===== src/rtl/game_pkg.sv =====
`default_nettype none
// ============================================================================
//  Module      : game_pkg
//  Description : Shared game constants for the alien laser datapath: screen
//                edges, spaceship geometry, alien and laser sizes, colours and
//                the slot state encoding. Also holds a small helper that tests
//                |a - b| <= r without unsigned wrap.
//  Ports       : (package, none)
//  Options     : none here; see alien_laser_bank for ALIEN_LASER_LFSR_EN.
//  Revision    : 1.0  initial release
// ============================================================================
package game_pkg;

    localparam int COORD_W = 11;

    // Compare constants are 12 bits so that coordinate arithmetic can be
    // done one bit wider than the 11-bit coordinates and never wraps.
    localparam logic [11:0] SCREEN_LEFT        = 12'd0;
    localparam logic [11:0] SCREEN_RIGHT       = 12'd640;
    localparam logic [11:0] SCREEN_TOP         = 12'd60;
    localparam logic [11:0] SCREEN_BOTTOM      = 12'd480;
    localparam logic [11:0] SPACESHIP_TOP      = 12'd420;
    localparam logic [11:0] SPACESHIP_HALF_LEN = 12'd20;
    localparam logic [11:0] LASER_HALF_W       = 12'd1;
    localparam logic [11:0] LASER_HALF_H       = 12'd5;

    localparam logic [COORD_W-1:0] ALIEN_HEIGHT = 11'd16;

    localparam logic [7:0] COLOR_LASER = 8'h3F;
    localparam logic [7:0] COLOR_BLACK = 8'h00;

    localparam logic [1:0] MODE_PLAY = 2'd2;

    typedef enum logic {
        SLOT_IDLE   = 1'b0,
        SLOT_ACTIVE = 1'b1
    } slot_state_e;

    // True when |a - b| <= r, evaluated as (a + r >= b) && (a <= b + r) so
    // no subtraction can underflow.
    function automatic logic abs_within(input logic [11:0] a,
                                        input logic [11:0] b,
                                        input logic [11:0] r);
        return ((a + r) >= b) && (a <= (b + r));
    endfunction

endpackage
`default_nettype wire


===== src/rtl/alien_laser_slot.sv =====
`default_nettype none
// ============================================================================
//  Module      : alien_laser_slot
//  Description : One alien laser: IDLE/ACTIVE state, registered centre
//                coordinates, retire decision (bottom, ship, player shot,
//                barrier) and the per-pixel hit test.
//  Ports       : clk, rst (async, active-low), clear (sync), tick (frame),
//                spawn + spawn_x/spawn_y (alien centre), ship/shot/barrier
//                hit inputs, pix_x/pix_y (VGA pixel);
//                outputs active, x, y, pix_hit.
//  Revision    : 1.0  initial release
// ============================================================================
module alien_laser_slot
    import game_pkg::*;
#(
    parameter int LASER_STEP = 1
) (
    input  logic               clk,
    input  logic               rst,
    input  logic               clear,
    input  logic               tick,
    input  logic               spawn,
    input  logic [COORD_W-1:0] spawn_x,
    input  logic [COORD_W-1:0] spawn_y,
    input  logic [COORD_W-1:0] ship_x,
    input  logic [COORD_W-1:0] shot_x,
    input  logic [COORD_W-1:0] shot_y,
    input  logic               shot_active,
    input  logic               barr_hit,
    input  logic [COORD_W-1:0] pix_x,
    input  logic [9:0]         pix_y,
    output logic               active,
    output logic [COORD_W-1:0] x,
    output logic [COORD_W-1:0] y,
    output logic               pix_hit
);

    localparam logic [COORD_W-1:0] c_step = COORD_W'(LASER_STEP);

    slot_state_e        state_q, state_d;
    logic [COORD_W-1:0] x_q, x_d;
    logic [COORD_W-1:0] y_q, y_d;

    logic [11:0] w_x, w_y;
    logic        w_hit_bottom, w_hit_ship, w_hit_shot, w_retire;

    assign w_x = {1'b0, x_q};
    assign w_y = {1'b0, y_q};

    assign w_hit_bottom = (w_y + {1'b0, c_step}) >= SCREEN_BOTTOM;
    assign w_hit_ship   = (w_y >= SPACESHIP_TOP)
                       && abs_within(w_x, {1'b0, ship_x}, SPACESHIP_HALF_LEN);
    // y >= shot_y - 5 rewritten as y + 5 >= shot_y to stay unsigned-safe.
    assign w_hit_shot   = shot_active
                       && ((w_y + LASER_HALF_H) >= {1'b0, shot_y})
                       && abs_within(w_x, {1'b0, shot_x}, LASER_HALF_W);
    assign w_retire     = w_hit_bottom || w_hit_ship || w_hit_shot || barr_hit;

    always_comb begin
        state_d = state_q;
        x_d     = x_q;
        y_d     = y_q;
        if (clear) begin
            state_d = SLOT_IDLE;
            x_d     = '0;
            y_d     = '0;
        end else if (tick) begin
            if (state_q == SLOT_ACTIVE) begin
                if (w_retire) begin
                    state_d = SLOT_IDLE;
                    x_d     = '0;
                    y_d     = '0;
                end else begin
                    y_d = y_q + c_step;
                end
            end else if (spawn) begin
                // Laser leaves from the bottom edge of the alien sprite.
                state_d = SLOT_ACTIVE;
                x_d     = spawn_x;
                y_d     = spawn_y + (ALIEN_HEIGHT >> 1);
            end
        end
    end

    always_ff @(posedge clk or negedge rst) begin
        if (!rst) begin
            state_q <= SLOT_IDLE;
            x_q     <= '0;
            y_q     <= '0;
        end else begin
            state_q <= state_d;
            x_q     <= x_d;
            y_q     <= y_d;
        end
    end

    assign active  = (state_q == SLOT_ACTIVE);
    assign x       = x_q;
    assign y       = y_q;
    assign pix_hit = active
                  && abs_within({1'b0, pix_x}, w_x, LASER_HALF_W)
                  && abs_within({2'b00, pix_y}, w_y, LASER_HALF_H);

endmodule
`default_nettype wire


===== src/rtl/alien_laser_bank.sv =====
`default_nettype none
// ============================================================================
//  Module      : alien_laser_bank
//  Description : Bank of downward alien lasers, one slot per alien column.
//                Once per frame (pixel 0,0 in play mode) it advances/retires
//                the active lasers and, every fire period, spawns at most one
//                new laser from the first idle slot whose alien is alive.
//  Ports       : clk, rst (async, active-low), restart (sync clear), mode,
//                xCoord/yCoord (VGA pixel), alien_xCoord/alien_yCoord/
//                alien_alive, spaceship_xCoord, shot_xCoord/shot_yCoord/
//                shot_active, barr_hit;
//                outputs alien_laser_xCoord/alien_laser_yCoord (packed,
//                11 bits per slot), rgb (registered), is_alien_laser.
//  Options     : ALIEN_LASER_LFSR_EN - randomised scan start and fire period
//                from an 8-bit Galois LFSR; undefined = round-robin, fixed
//                period.
//  Revision    : 1.0  initial release
// ============================================================================
module alien_laser_bank
    import game_pkg::*;
#(
    parameter int NUM_LASERS  = 12,
    parameter int FIRE_PERIOD = 60,
    parameter int LASER_STEP  = 1
) (
    input  logic                          clk,
    input  logic                          rst,
    input  logic                          restart,
    input  logic [1:0]                    mode,
    input  logic [COORD_W-1:0]            xCoord,
    input  logic [9:0]                    yCoord,
    input  logic [COORD_W*NUM_LASERS-1:0] alien_xCoord,
    input  logic [COORD_W*NUM_LASERS-1:0] alien_yCoord,
    input  logic [NUM_LASERS-1:0]         alien_alive,
    input  logic [COORD_W-1:0]            spaceship_xCoord,
    input  logic [COORD_W-1:0]            shot_xCoord,
    input  logic [COORD_W-1:0]            shot_yCoord,
    input  logic                          shot_active,
    input  logic [NUM_LASERS-1:0]         barr_hit,
    output logic [COORD_W*NUM_LASERS-1:0] alien_laser_xCoord,
    output logic [COORD_W*NUM_LASERS-1:0] alien_laser_yCoord,
    output logic [7:0]                    rgb,
    output logic                          is_alien_laser
);

    localparam int             c_ptr_w  = (NUM_LASERS > 1) ? $clog2(NUM_LASERS) : 1;
    localparam logic [7:0]     c_reload = 8'(FIRE_PERIOD - 1);

    logic [7:0]            cnt_q, cnt_d;
    logic [c_ptr_w-1:0]    ptr_q, ptr_d;
    logic [7:0]            rgb_q, rgb_d;

    logic                  w_clear, w_tick, w_attempt, w_found;
    logic [c_ptr_w-1:0]    w_start, w_pick;
    logic [NUM_LASERS-1:0] w_active, w_pix_hit, w_spawn_sel;

`ifdef ALIEN_LASER_LFSR_EN
    localparam logic [7:0] c_lfsr_seed = 8'hA5;
    // Right-shifting Galois form of x^8 + x^6 + x^5 + x^4 + 1.
    localparam logic [7:0] c_lfsr_taps = 8'hB8;

    logic [7:0] lfsr_q, lfsr_d;

    assign w_start = c_ptr_w'(lfsr_q % 8'(NUM_LASERS));
`else
    assign w_start = ptr_q;
`endif

    assign w_clear   = restart || (mode != MODE_PLAY);
    assign w_tick    = (xCoord == '0) && (yCoord == '0) && (mode == MODE_PLAY);
    assign w_attempt = w_tick && (cnt_q == 8'd0);

    // Wrap-around scan from w_start for the first idle slot with a live
    // alien. Slots retiring on this tick are still ACTIVE here, so they
    // cannot be picked again in the same frame.
    always_comb begin
        int idx;
        w_found = 1'b0;
        w_pick  = '0;
        for (int k = 0; k < NUM_LASERS; k++) begin
            idx = int'(w_start) + k;
            if (idx >= NUM_LASERS) begin
                idx = idx - NUM_LASERS;
            end
            if (!w_found && !w_active[idx] && alien_alive[idx]) begin
                w_found = 1'b1;
                w_pick  = c_ptr_w'(idx);
            end
        end
    end

    always_comb begin
        w_spawn_sel = '0;
        if (w_attempt && w_found && !w_clear) begin
            w_spawn_sel[w_pick] = 1'b1;
        end
    end

    always_comb begin
        cnt_d = cnt_q;
        ptr_d = ptr_q;
        rgb_d = is_alien_laser ? COLOR_LASER : COLOR_BLACK;
`ifdef ALIEN_LASER_LFSR_EN
        lfsr_d = lfsr_q;
`endif
        if (w_clear) begin
            cnt_d = c_reload;
            ptr_d = '0;
            rgb_d = COLOR_BLACK;
`ifdef ALIEN_LASER_LFSR_EN
            lfsr_d = c_lfsr_seed;
`endif
        end else if (w_tick) begin
`ifdef ALIEN_LASER_LFSR_EN
            lfsr_d = (lfsr_q >> 1) ^ (lfsr_q[0] ? c_lfsr_taps : 8'h00);
`endif
            if (cnt_q == 8'd0) begin
`ifdef ALIEN_LASER_LFSR_EN
                cnt_d = 8'(FIRE_PERIOD / 2) + {3'b000, lfsr_q[4:0]};
`else
                cnt_d = c_reload;
`endif
                if (w_found) begin
                    if (int'(w_pick) == NUM_LASERS - 1) begin
                        ptr_d = '0;
                    end else begin
                        ptr_d = w_pick + c_ptr_w'(1);
                    end
                end
            end else begin
                cnt_d = cnt_q - 8'd1;
            end
        end
    end

    always_ff @(posedge clk or negedge rst) begin
        if (!rst) begin
            cnt_q <= c_reload;
            ptr_q <= '0;
            rgb_q <= COLOR_BLACK;
        end else begin
            cnt_q <= cnt_d;
            ptr_q <= ptr_d;
            rgb_q <= rgb_d;
        end
    end

`ifdef ALIEN_LASER_LFSR_EN
    always_ff @(posedge clk or negedge rst) begin
        if (!rst) begin
            lfsr_q <= c_lfsr_seed;
        end else begin
            lfsr_q <= lfsr_d;
        end
    end
`endif

    generate
        for (genvar i = 0; i < NUM_LASERS; i++) begin : g_slot
            alien_laser_slot #(
                .LASER_STEP (LASER_STEP)
            ) u_slot (
                .clk         (clk),
                .rst         (rst),
                .clear       (w_clear),
                .tick        (w_tick),
                .spawn       (w_spawn_sel[i]),
                .spawn_x     (alien_xCoord[COORD_W*i +: COORD_W]),
                .spawn_y     (alien_yCoord[COORD_W*i +: COORD_W]),
                .ship_x      (spaceship_xCoord),
                .shot_x      (shot_xCoord),
                .shot_y      (shot_yCoord),
                .shot_active (shot_active),
                .barr_hit    (barr_hit[i]),
                .pix_x       (xCoord),
                .pix_y       (yCoord),
                .active      (w_active[i]),
                .x           (alien_laser_xCoord[COORD_W*i +: COORD_W]),
                .y           (alien_laser_yCoord[COORD_W*i +: COORD_W]),
                .pix_hit     (w_pix_hit[i])
            );
        end
    endgenerate

    assign is_alien_laser = |w_pix_hit;
    assign rgb            = rgb_q;

endmodule
`default_nettype wire


===== config.mk =====
export PLATFORM = sky130hd
export DESIGN_NAME = alien_laser_bank
export DESIGN_NICKNAME = d
export VERILOG_FILES = /design/src/rtl/game_pkg.sv /design/src/rtl/alien_laser_slot.sv /design/src/rtl/alien_laser_bank.sv
export SDC_FILE = /design/constraint.sdc
export NUM_CORES = 2
export LEC_CHECK = 0
export CORE_AREA = 10 10 426 428
export DETAILED_ROUTE_END_ITERATION = 12
export DIE_AREA = 0 0 436 438
export SETUP_SLACK_MARGIN = 0.2
export SYNTH_ARGS = -nofsm -noshare
export SYNTH_HDL_FRONTEND = slang
export SYNTH_SLANG_ARGS = --single-unit

===== constraint.sdc =====
create_clock -name clk -period 13.1 [get_ports clk]
set_input_delay 1.31 -clock clk [delete_from_list [all_inputs] [get_ports clk]]
set_output_delay 1.31 -clock clk [all_outputs]
set_load 0.05 [all_outputs]

==> out/qor.yml <==
maxCapViolations: 0
cts_sinks: 289
drt-initial-drc-count: 4822
crit_path_end_kind: "primary output"
slowest_stage: "ha_1"
finClkSkew_ns: 0.0459
crit_type: "input port to primary output"
place_congestion: 0.986
fp.dieW_um: 436
reg2reg_depth: 20
fill_cells: 18100
final_nets: 8538
grt_pass1_vias: 52900
layout-drive-gt1-share_pct: 5.01
mostFrequentLayoutCell: "ha_1"
synth-edff-count: 0
die-area_mm2: 0.191
cts_inserted_buffers: 42
critPathRequiredTime_ns: 11.79
post_cts.repair.setup_buffers: 0
syn_inst: 6364
worst_path_largest_cell_delay_ns: 0.95
arrival_ns: 7.44
path_cells: "clkdlybuf4s50_1 > buf_4 > inv_1 > ha_1 > ha_1 > a21o_1 > a21o_1 > a21o_1 > a21o_1 > a21oi_1 > o21ai_0 > a211oi_1 > nor4_1 > and3_1 > a2111oi_0 > nand4_1 > clkdlybuf4s50_1"
timing.fmax_mhz: 114
power.density_mw_per_mm2: 49.5
yosysSeqAreaShare_pct: 14.1
grtUsageTotal_pct: 25.8
clk_latency_ns: 0.67
htree_num_levels: 2
first_pass_iters: 7
viasPerCell: 5.77
ioPinCount: 621
crit_cells: 17
setup-tns-final_ns: 0
grt_antenna_before_repair: 23
die_h_um: 438
drtAntennaViolNets: 0
drt-wirelength-per-cell_um: 27.9
syn_avg_cell_area_um2: 8.08
synth_warnings: 0
finalHoldViolCount: 0
drv_slew: 0
core_area_mm2: 0.173
synth.ff_latch_count: 289
period_minus_slack_ns: 8.75
cts-resized-gates: 0
hp-class: "flop to flop"
peakVddDrop_mv: 0.0845
cts.path.max_buffers: 3
finalSetupViolations: 0
multi_input_area_mm2: 0.0414
ys_types: 95
grt_pass1_wl_um: 369000
vias: 53700
root_buffer: "clkbuf_16"
routed_wl_um: 260000
slew_headroom_pct: 2.91
leakage_uw: 0.0264
crit_buf_inv: 4
start_kind: "input port"
rows: 153
portBuffers: 618
hold_buffers: 0
area.sequential_mm2: 0.00724
cpMostUsedCell: "a21o_1"
area_growth_pct: 21.3
period_share_pct: 66.8
cp_max_fo: 15
grt_overflow: 0
synthesis.area_mm2: 0.0514
clk_pin_slew_ns: 0.06
drc: 0
dp_hpwl_um: 204000
final_cell_mix: "ha_1, clkdlybuf4s50_1, inv_1"
cp_top_family: "buffers and inverters"
rsz0062_at_grt: "no"
synth-async-reset-ratio_pct: 100
cts_tree: "built"
min_path_cells: 2
synthFlopType: "dfrtp_1"
worstMarginPinSlew_ns: 1.45
grt_start_max_net_pins: 70
initial_core_util_pct: 29.7
holdWs_ns: 0.515
status: "complete, no violations"
synthesized netlist by cell type, drive strengths merged, types with 16 or more instances:
cell type | instances | area share (%)
a2111oi | 37 | 0.67
a211oi | 104 | 1.6
a21o | 251 | 3.7
a21oi | 367 | 3.6
a221oi | 20 | 0.36
a22o | 97 | 1.7
a22oi | 16 | 0.23
a31oi | 45 | 0.55
a32o | 39 | 0.76
and3 | 58 | 0.72
buf | 50 | 0.56
clkbuf | 171 | 1.2
dfrtp | 284 | 14
ha | 1243 | 30
inv | 579 | 4.2
mux2i | 24 | 0.47
nand2 | 306 | 2.2
nand2b | 122 | 1.5
nand3 | 263 | 2.6
nand4 | 169 | 2.1
nor2 | 394 | 2.9
nor2b | 123 | 1.5
nor3 | 147 | 1.5
nor4 | 46 | 0.58
o2111ai | 20 | 0.34
o211ai | 35 | 0.51
o21a | 148 | 2.2
o21ai | 369 | 3.6
o22ai | 17 | 0.21
o31ai | 50 | 0.73
o32ai | 31 | 0.53
or2 | 26 | 0.32
or3 | 26 | 0.32
xnor2 | 394 | 6.7
xor2 | 56 | 0.95
final timing paths:
path / from / end / slack (ns)
hold reg to reg: cnt_q[1]$_DFFE_PN1P_ / cnt_q[1]$_DFFE_PN1P_ / 0.52
setup / recovery: yCoord[0] / is_alien_laser / 4.35
min in group asynchronous: rst / g_slot[8].u_slot.x[8]$_DFFE_PN0P_ / 0.63
setup reg to reg: ptr_q[1]$_DFFE_PN0P_ / g_slot[2].u_slot.x[4]$_DFFE_PN0P_ / 5.31
max in group asynchronous: rst / g_slot[1].u_slot.y[5]$_DFFE_PN0P_ / 10.43
hold / removal: cnt_q[1]$_DFFE_PN1P_ / cnt_q[1]$_DFFE_PN1P_ / 0.52
flip-flops by register name, summed over array words and instances (netlist names):
register	count
g_slot.u_slot.active	12
g_slot.u_slot.x	132
rgb	1
ptr_q	4
g_slot.u_slot.y	132
cnt_q	8
worst min-delay path, cell delays in order (launching register included):
cell and delay [ns]:
dfstp_2 0.37, nand2_1 0.05, o211ai_1 0.08
kinds of logic (layout without fill, tap and decap cells):
kind of cell,count (synthesis),after routing,share of synthesized area [%]
AOI/OAI and AO/OA,1787,1787,23.6
xor gates and xnor gates,450,450,7.66
adders and majority gates,1243,1243,30.2
buffers and inverters,805,1420,6.08
DFF,289,289,14.1
muxes,42,42,1.15
other,1,12,0.00729
and+or+nand+nor,1747,1747,17.2
stage by stage:
step / area, um2 / worst slack, ns / std cells / util, % / total power (uW)
3_3_place_gp: 61000 / 4.56 / 9228 / 35.2 / 1850
2_1_floorplan: 51400 / 7.17 / 6365 / - / 1400
3_5_place_dp: 61000 / 4.54 / 9228 / 35.2 / 1870
5_1_grt: 62400 / 4.26 / 9309 / 36.1 / 3230
4_1_cts: 62400 / 4.53 / 9305 / 36.0 / 3110
6_report: 62400 / 4.35 / 9315 / 36.1 / 3090
metal layers:
metal	up-vias	wire, um	GRT usage, %
met5	-	156	0
met4	22	24100	20.0
met3	701	19800	4.65
met2	2448	113000	40.6
met1	25900	102000	31.0
li1	24700	-	-
power breakdown:
part	internal (uW)	leakage (uW)	total [uW]	switching, uW
clock network	694	0.000676	1210	519
logic	387	0.0217	969	582
registers	897	0.00401	908	10.8
total	1980	0.0264	3090	1110
final cells by class:
cell class                      count  area share, %
Clock inverter                     19          0.409
Antenna cell                       10         0.0401
Timing Repair Buffer              759           11.6
Inverter                          584           3.51
Sequential cell                   289           11.6
Multi-Input combinational cell   5271           66.3
Tap cell                         2325           4.66
Clock buffer                       58           1.88
Note: power is estimated with default switching activity, not from simulation.
